**config.mk**
```make
export PLATFORM = sky130hd
export DESIGN_NAME = tick_sequencer
export DESIGN_NICKNAME = d
export VERILOG_FILES = /design/src/rtl/tick_seq_pkg.sv /design/src/rtl/tick_div_core.sv /design/src/rtl/tick_sequencer.sv
export SDC_FILE = /design/constraint.sdc
export NUM_CORES = 1
export LEC_CHECK = 0
export ABC_AREA = 1
export ABC_CLOCK_PERIOD_IN_PS = 3400
export CAP_MARGIN = 20
export CORE_MARGIN = 4
export CORE_UTILIZATION = 59
export CTS_CLUSTER_DIAMETER = 40
export CTS_CLUSTER_SIZE = 40
export DETAILED_ROUTE_END_ITERATION = 10
export PLACE_DENSITY = 0.82
export SETUP_SLACK_MARGIN = 0.05
export SLEW_MARGIN = 0
export SYNTH_ARGS = -nofsm -noshare
export SYNTH_HDL_FRONTEND = slang
export SYNTH_SLANG_ARGS = --single-unit
```
**constraint.sdc**
```tcl
create_clock -name clk -period 3.4 [get_ports clk]
set_input_delay 0.68 -clock clk [delete_from_list [all_inputs] [get_ports clk]]
set_output_delay 0.68 -clock clk [all_outputs]
set_load 0.1 [all_outputs]
```
**src/rtl/tick_seq_pkg.sv**
```systemverilog
// tick_seq_pkg: shared widths, FSM states and table slot layout for tick_sequencer
package tick_seq_pkg;
  localparam int DIV_W = 8;
  localparam int REP_W = 7;
  localparam int NSLOT = 4;
  localparam int SLOT_W = $clog2(NSLOT);
  typedef enum logic [1:0] {IDLE, ARM, RUN} state_t;
  typedef struct packed {
    logic [DIV_W-1:0] div;
    logic [REP_W-1:0] reps;
  } slot_t;
endpackage

```
**src/rtl/tick_div_core.sv**
```systemverilog
// tick_div_core: loadable divisor counter emitting a one-cycle tick on its terminal count
module tick_div_core
  import tick_seq_pkg::*;
(
  input  logic             clk,
  input  logic             reset,
  input  logic             load,
  input  logic             run,
  input  logic [DIV_W-1:0] div,
  output logic             tick
);
  logic [DIV_W-1:0] div_r;
  logic [DIV_W-1:0] cnt;
  assign tick = run & (cnt == div_r - DIV_W'(1));
  // latch the period on load; count while running, restarting at the terminal count
  always_ff @(posedge clk)
    if (reset) begin
      div_r <= '0;
      cnt <= '0;
    end else if (load) begin
      div_r <= div;
      cnt <= '0;
    end else if (run) begin
      cnt <= tick ? '0 : cnt + DIV_W'(1);
    end
endmodule

```
**src/rtl/tick_sequencer.sv**
```systemverilog
// tick_sequencer: walks a (divisor, repeat) slot table emitting divider ticks; TICK_SEQ_LOOP_EN repeats passes
module tick_sequencer
  import tick_seq_pkg::*;
(
  input  logic              clk,
  input  logic              reset,
  input  logic              cfg_valid,
  output logic              cfg_ready,
  input  logic [SLOT_W-1:0] cfg_slot,
  input  logic [DIV_W-1:0]  cfg_div,
  input  logic [REP_W-1:0]  cfg_reps,
  input  logic              start,
  input  logic              stop,
  output logic              tick,
  output logic [SLOT_W-1:0] slot_idx,
  output logic [REP_W-1:0]  rep_cnt,
  output logic              busy,
  output logic              done
);
  state_t state, state_n;
  slot_t tbl [NSLOT];
  slot_t cur;
  logic [SLOT_W-1:0] slot_n;
  logic [REP_W-1:0] rep_n, reps_r;
  logic done_n, load, last, en_slot, pass_end, wrap_arm;
  assign cfg_ready = !reset && state == IDLE;
  assign busy = state != IDLE;
  assign cur = tbl[slot_idx];
  assign en_slot = cur.div != '0 && cur.reps != '0;
  assign last = slot_idx == SLOT_W'(NSLOT - 1);
`ifdef TICK_SEQ_LOOP_EN
  logic any_en;
  // a pass only repeats when some slot would tick, so an empty table cannot spin in ARM
  always_comb begin
    any_en = 1'b0;
    for (int i = 0; i < NSLOT; i++) any_en = any_en | (tbl[i].div != '0 && tbl[i].reps != '0);
  end
  assign wrap_arm = any_en;
`else
  assign wrap_arm = 1'b0;
`endif
  tick_div_core u_core (
    .clk(clk),
    .reset(reset),
    .load(load),
    .run(state == RUN),
    .div(cur.div),
    .tick(tick)
  );
  // next state: slot stepping, pass completion and stop override
  always_comb begin
    state_n = state;
    slot_n = slot_idx;
    rep_n = rep_cnt;
    done_n = 1'b0;
    load = 1'b0;
    pass_end = 1'b0;
    case (state)
      IDLE: if (start && !stop) begin
        state_n = ARM;
        slot_n = '0;
        rep_n = '0;
      end
      ARM: begin
        load = 1'b1;
        rep_n = '0;
        if (en_slot) state_n = RUN;
        else if (!last) slot_n = slot_idx + SLOT_W'(1);
        else pass_end = 1'b1;
      end
      RUN: if (tick) begin
        rep_n = rep_cnt + REP_W'(1);
        if (rep_cnt == reps_r - REP_W'(1)) begin
          if (!last) begin
            state_n = ARM;
            slot_n = slot_idx + SLOT_W'(1);
          end else pass_end = 1'b1;
        end
      end
      default: state_n = IDLE;
    endcase
    if (pass_end) begin
      done_n = 1'b1;
      state_n = wrap_arm ? ARM : IDLE;
      slot_n = wrap_arm ? '0 : slot_idx;
    end
    if (stop) begin
      state_n = IDLE;
      slot_n = slot_idx;
      done_n = 1'b0;
    end
  end
  // state, counters, working repeat count and the config table
  always_ff @(posedge clk)
    if (reset) begin
      state <= IDLE;
      slot_idx <= '0;
      rep_cnt <= '0;
      reps_r <= '0;
      done <= 1'b0;
      for (int i = 0; i < NSLOT; i++) tbl[i] <= '0;
    end else begin
      state <= state_n;
      slot_idx <= slot_n;
      rep_cnt <= rep_n;
      done <= done_n;
      if (load) reps_r <= cur.reps;
      if (cfg_valid && cfg_ready) tbl[cfg_slot] <= {cfg_div, cfg_reps};
    end
endmodule

```
==> impl_metrics.py, run 1 <==
metrics = {
    "floorplanning": {
        "die_w_um": 99.3,
        "coreArea_mm2": 0.00818,
        "die_h_um": 99.3,
        "start_util_pct": 60.1,
        "rows": 33,
        "dieArea_mm2": 0.00986,
        "io-pin-count": 35,
    },
    "sta": {
        "grt_setup_unrepaired": "false",
        "finalSetupTns_ns": 0,
        "fin_crit_ns": 2.84,
        "relSlewSlack_pct": 34.1,
        "slew_viol_final": 0,
        "hold-worst-slack_ns": 0.493,
        "final.period_utilization_pct": 83.5,
        "max_slew.worst_pin.slew_ns": 0.985,
        "finClkSkew_ns": 0.0101,
        "worst_slack_ns": 0.560,
        "max_clock_freq_mhz": 352,
        "hold_violations": 0,
        "setup_viol_count_final": 0,
    },
    "detailed_routing": {
        "vias_per_cell": 5.48,
        "drt_pre_antenna_iters": 8,
        "drt_iter0_markers": 369,
        "remaining_drc_errors": 0,
        "ant_nets": 0,
        "vias": 4124,
        "routed_wl_um": 11500,
        "wl_per_cell_um": 15.2,
    },
    "cells_and_area": {
        "syn2layout_area_growth_pct": 11.5,
        "postLayoutCoreUtil_pct": 67.1,
        "final_cell_mix": "174 x nand2_1, 105 x nor2_1, 60 x inv_1, 60 x edfxtp_1, 59 x nand3_1",
        "layout_commonest_cell": "nand2_1",
        "drive_above_1_share_pct": 9.26,
        "antenna_cells": 0,
        "design_area_mm2": 0.00548,
        "nets": 674,
    },
    "pwr": {
        "p_comb_share_pct": 16.6,
        "pwr-share-clk_pct": 29.3,
        "vdd_ir_drop_max_mv": 0.254,
        "sequentialPowerShare_pct": 54.2,
        "switchingPower_w": 0.000770,
        "p_leak_nw": 2.44,
        "p_sw_share_pct": 30.9,
        "p_int_w": 0.00172,
        "power.density_mw_per_mm2": 454,
    },
    "run_status": {
        "status": "finished clean",
    },
    "clock_tree": {
        "cts-htree-levels": 3,
        "cts_tree": "done",
        "cts.hold.buffers_added": 0,
        "clock-sinks": 97,
        "clock-root-buffer": "clkbuf_8",
        "postCtsSetupBuffers": 0,
        "numCtsBuffers": 9,
        "path_clk_slew_ns": 0.09,
        "cts_resized": 0,
        "clk_latency_ns": 0.38,
        "clk_path_buf_depth": 2,
    },
    "synth": {
        "netlist_area_mm2": 0.00492,
        "synth-compound-area-share_pct": 4.30,
        "synth_xor_area_share_pct": 2.14,
        "avgSynthCellArea_um2": 8.07,
        "synth_top_family_by_area": "simple AND/OR/NAND/NOR gates",
        "muxShareOfSynthArea_pct": 0,
        "ys_types": 33,
        "synth_edf_count": 60,
        "yosysSeqAreaShare_pct": 51.7,
        "postSynthCellCount": 609,
        "synth-simple-area-share_pct": 32.0,
        "synth_fp_nets": 639,
        "synthArstFlopShare_pct": 0,
        "ys_ff_latch": 97,
        "yosysWarnings": 0,
        "ys.flop_type": "edfxtp_1",
        "synth-adder-area-share_pct": 2.04,
    },
    "placed_design": {
        "dp_hpwl_um": 8330,
        "place_area_mm2": 0.00530,
        "port_buffers": 34,
        "place_ws_ns": 0.609,
        "globalplace.congestion": 0.870,
    },
    "critical_path": {
        "worstRegToRegCells": 13,
        "crit_type": "reg -> out",
        "required_ns": 2.72,
        "worstSetupEndpointType": "primary output",
        "critical_path_arrival_ns": 2.16,
        "start_kind": "flop",
        "r2r_slack_ns": 0.91,
        "cp_max_fo": 4,
        "worstSetupStartpoint": "u_core.div_r[0]",
    },
    "grt": {
        "grt_antenna_before_repair": 0,
        "gr-total-overflow": 0,
        "grt_pass1_vias": 3924,
        "grt_pass1_wl_um": 19000,
        "grt_use_total_pct": 24.5,
        "grt_max_degree": 33,
    },
    "run": {
        "cap_violations": 0,
    },
    "worst_hold_path": {
        "hold-path-cell-count": 2,
        "min-delay-start": "u_core.div_r[7]",
        "min_path_type": "reg -> reg",
    },
}
==> state kept, by name, indices dropped and copies added (netlist names), named ones only <==
signal        cells
tbl              60
u_core.cnt        8
u_core.div_r      8
rep_cnt           7
reps_r            7
slot_idx          2
state             2
done              1
==> through the flow <==
stage / total power [W] / std cells
floorplan: 0.00167 / 609
global placement: 0.00176 / 738
detailed placement: 0.00178 / 738
CTS: 0.00249 / 753
global route: 0.00260 / 753
finish: 0.00249 / 753
==> cell families (layout without fill, tap and decap cells) <==
logic type / Yosys count / count (layout)
xor gates and xnor gates: 12 / 12
AOI/OAI and AO/OA: 37 / 37
DFF: 97 / 97
and+or+nand+nor: 369 / 369
adders and majority gates: 8 / 8
buffers and inverters: 86 / 125
==> final cells by class <==
class                      count  area [um2]
multi-input combinational    426        2000
tap                          105         131
sequential                    97        2540
inverter                      69         259
timing repair buffer          41         363
clock buffer                   9         124
fill                         669        2690
clock inverter                 6        60.1
==> critical path: stages, from the launching register on <==
cell	delay, ns
dfxtp_1	0.41
inv_2	0.08
ha_1	0.30
xor2_1	0.13
nand3_1	0.08
nor2_1	0.08
nand3_1	0.11
inv_2	0.08
nand2_4	0.06
nor2_1	0.13
buf_4	0.31
==> power by group through the flow <==
stage	Sequential, W	Combinational, W	Clock [W]
2_1_floorplan	0.00139	0.000281	0
3_3_place_gp	0.00137	0.000392	0
3_5_place_dp	0.00138	0.000406	0
4_1_cts	0.00135	0.000409	0.000733
5_1_grt	0.00136	0.000462	0.000787
6_report	0.00135	0.000413	0.000729
==> path summary, 6_finish.rpt <==
check / end
setup / recovery: tick
hold reg to reg: u_core.div_r[7]
hold / removal: u_core.div_r[7]
setup reg to reg: flop
==> cells in the mapped netlist (2+ instances only) <==
library cell | number | area [um2]
xnor2_1 | 5 | 43.8
buf_2 | 4 | 20.0
o21ai_0 | 10 | 50.1
or2_2 | 4 | 25.0
inv_1 | 60 | 225
inv_2 | 7 | 26.3
a211oi_1 | 2 | 15.0
nand4_1 | 6 | 37.5
dfxtp_1 | 37 | 741
buf_6 | 7 | 78.8
nand2_2 | 3 | 18.8
nor2_1 | 106 | 398
clkinv_1 | 2 | 7.51
nor3b_2 | 2 | 25.0
clkbuf_1 | 4 | 15.0
o211ai_1 | 2 | 15.0
o22ai_1 | 10 | 62.6
a21oi_1 | 12 | 60.1
nor2_4 | 2 | 22.5
nand3b_1 | 3 | 22.5
nand3_1 | 59 | 295
ha_1 | 8 | 100
nand2_4 | 3 | 33.8
nand2_1 | 174 | 653
edfxtp_1 | 60 | 1800
nor3_1 | 4 | 20.0
xor2_1 | 7 | 61.3
==> metal layers <==
| metal | global-route usage, % | routed length, um |
|---|---|---|
| met1 | 30.0 | 4650 |
| met2 | 42.1 | 5650 |
| met3 | 5.54 | 691 |
| met4 | 9.77 | 469 |
| met5 | 0 | 0 |
(Power assumes the default switching activity.)
==> run 2: changes to the inputs <==
--- a/config.mk
+++ b/config.mk
@@ -6,7 +6,7 @@
 export NUM_CORES = 1
 export LEC_CHECK = 0
 export ABC_AREA = 1
-export ABC_CLOCK_PERIOD_IN_PS = 3400
+export ABC_CLOCK_PERIOD_IN_PS = 2900
 export CAP_MARGIN = 20
 export CORE_MARGIN = 4
 export CORE_UTILIZATION = 59
==> constraint.sdc (replaced) <==
create_clock -name clk -period 2.9 [get_ports clk]
set_input_delay 0.58 -clock clk [delete_from_list [all_inputs] [get_ports clk]]
set_output_delay 0.58 -clock clk [all_outputs]
set_load 0.1 [all_outputs]
==> impl_metrics.py, run 2 (same netlist as run 1, synthesis figures left out) <==
metrics = {
    "clock_tree": {
        "clock-sinks": 97,
        "clk_path_buf_depth": 2,
        "path_clk_slew_ns": 0.09,
        "clk_latency_ns": 0.38,
        "postCtsSetupBuffers": 0,
        "cts.hold.buffers_added": 0,
        "clock-root-buffer": "clkbuf_8",
        "cts-htree-levels": 3,
        "cts_tree": "done",
        "cts_resized": 0,
        "numCtsBuffers": 9,
    },
    "cells_and_area": {
        "largest_reg_flops": 60,
        "nets": 676,
        "final_cells": 756,
        "syn2layout_area_growth_pct": 13.5,
        "design_area_mm2": 0.00558,
        "drive_above_1_share_pct": 11.5,
        "antenna_cells": 0,
        "layout_commonest_cell": "nand2_1",
        "top_regs": "tbl (60), u_core.cnt (8), u_core.div_r (8)",
        "final_cell_mix": "169 x nand2_1, 102 x nor2_1, 60 x edfxtp_1",
        "fillerInstances": 645,
        "top_register": "tbl",
        "multi_input_area_mm2": 0.00206,
        "postLayoutCoreUtil_pct": 68.3,
        "regArea_mm2": 0.00254,
    },
    "sta": {
        "max_slew.worst_pin.slew_ns": 0.548,
        "max_clock_freq_mhz": 379,
        "slew_viol_final": 0,
        "fin_crit_ns": 2.64,
        "grt_setup_unrepaired": "false",
        "final.period_utilization_pct": 91.0,
        "relSlewSlack_pct": 63.4,
        "setup_viol_count_final": 0,
        "finClkSkew_ns": 0.0154,
        "hold_violations": 0,
    },
    "placed_design": {
        "globalplace.congestion": 0.927,
        "port_buffers": 34,
        "dp.cells": 740,
        "place_area_mm2": 0.00540,
        "dp_hpwl_um": 8420,
    },
    "run_status": {
        "status": "finished clean",
    },
    "pwr": {
        "sequentialPowerShare_pct": 54.0,
        "p_total_w": 0.00292,
        "p_comb_share_pct": 17.3,
        "switchingPower_w": 0.000893,
        "pwr-share-clk_pct": 28.7,
        "p_leak_nw": 2.46,
        "p_int_w": 0.00203,
        "power.density_mw_per_mm2": 524,
        "p_sw_share_pct": 30.6,
        "vdd_ir_drop_max_mv": 0.414,
    },
    "critical_path": {
        "required_ns": 2.32,
        "cp_max_fo": 4,
        "crit_path_max_incr_delay_ns": 0.35,
        "critical_path_arrival_ns": 2.06,
        "start_kind": "flop",
        "cp_slowest_cell": "dfxtp_1",
        "worstPathBufferInverterCount": 3,
        "crit_chain": "inv_2 -> ha_1 -> nand3_1 -> nor2_1 -> nand2_1 -> nand2_1 -> nand3_1 -> inv_2 -> nand2_4 -> nor2_2 -> buf_12",
        "crit_type": "reg -> out",
        "crit_family": "simple AND/OR/NAND/NOR gates",
        "worstSetupEndpointType": "primary output",
    },
    "floorplanning": {
        "die_h_um": 99.3,
        "dieArea_mm2": 0.00986,
        "start_util_pct": 60.1,
        "die_w_um": 99.3,
        "coreArea_mm2": 0.00818,
        "io-pin-count": 35,
        "rows": 33,
    },
    "grt": {
        "grt_use_total_pct": 24.2,
        "gr-total-overflow": 0,
        "grt_max_degree": 33,
        "grt_antenna_before_repair": 0,
        "grt_pass1_vias": 3929,
        "grt_pass1_wl_um": 18700,
    },
    "detailed_routing": {
        "routed_wl_um": 11300,
        "drt_iter0_markers": 292,
        "vias_per_cell": 5.45,
        "ant_nets": 0,
        "drt_pre_antenna_iters": 5,
        "wl_per_cell_um": 15.0,
        "remaining_drc_errors": 0,
        "vias": 4121,
    },
    "run": {
        "cap_violations": 0,
    },
    "worst_hold_path": {
        "min_path_type": "reg -> reg",
    },
}
-- run 2: cell types whose count changed in the layout (fill, tap and decap cells not counted), moves of 2 or more --
cell      change
nand2_1       -5
inv_1         -3
nand2_4       +3
nor2_1        -3
buf_12        +2
clkinv_4      +2
inv_2         +2
nand2_2       +2
nor2_4        +2
-- run 2: power by group through the flow --
stage	Sequential, W	Combinational, W	Clock [W]
after global placement	0.00160	0.000483	0
final	0.00158	0.000506	0.000839
after global routing	0.00158	0.000561	0.000913
after floorplan	0.00163	0.000341	0
after CTS	0.00158	0.000504	0.000851
after detailed placement	0.00161	0.000500	0
-- run 2: layer usage --
layer  global-route usage (%)  routed length (um)  vias to the layer above
li1                         -                   -                     2031
met1                     30.6                4560                     1898
met2                     40.3                5550                      158
met3                     5.75                 831                       34
met4                     9.66                 393                        0
met5                        0                   0                        -
-- run 2: worst paths after layout --
path	start	endpoint	slack, ns	cells past startpoint
min reg2reg	u_core.div_r[7]	u_core.div_r[7]	0.51	2
max	u_core.div_r[0]	tick	0.26	11
min	u_core.div_r[7]	u_core.div_r[7]	0.51	2
max reg2reg	reps_r[0]	flop	0.74	16
-- run 2: area by class of cell --
cell class,instances,share of cell area [%]
Multi-Input combinational cell,426,36.9
Timing Repair Buffer,43,7.17
Tap cell,105,2.35
Clock buffer,10,2.29
Clock inverter,6,1.03
Inverter,69,4.71
Sequential cell,97,45.6
-- run 2: metrics by stage --
step                worst slack [ns]  hold WS (ns)  setup TNS [ns]
floorplan                    -0.0602         0.449          -0.902
global placement               0.454         0.465               0
detailed placement             0.387         0.485               0
CTS                            0.241         0.505               0
global route                  0.0615         0.548               0
finish                         0.260         0.508               0
-- run 2: tightest hold or removal path: cells and delay by family (launching register included) --
family           cells  cell delay, ns
flip-flops           1            0.33
AND/OR/NAND/NOR      1            0.06
AO/OA/AOI/OAI        1            0.07
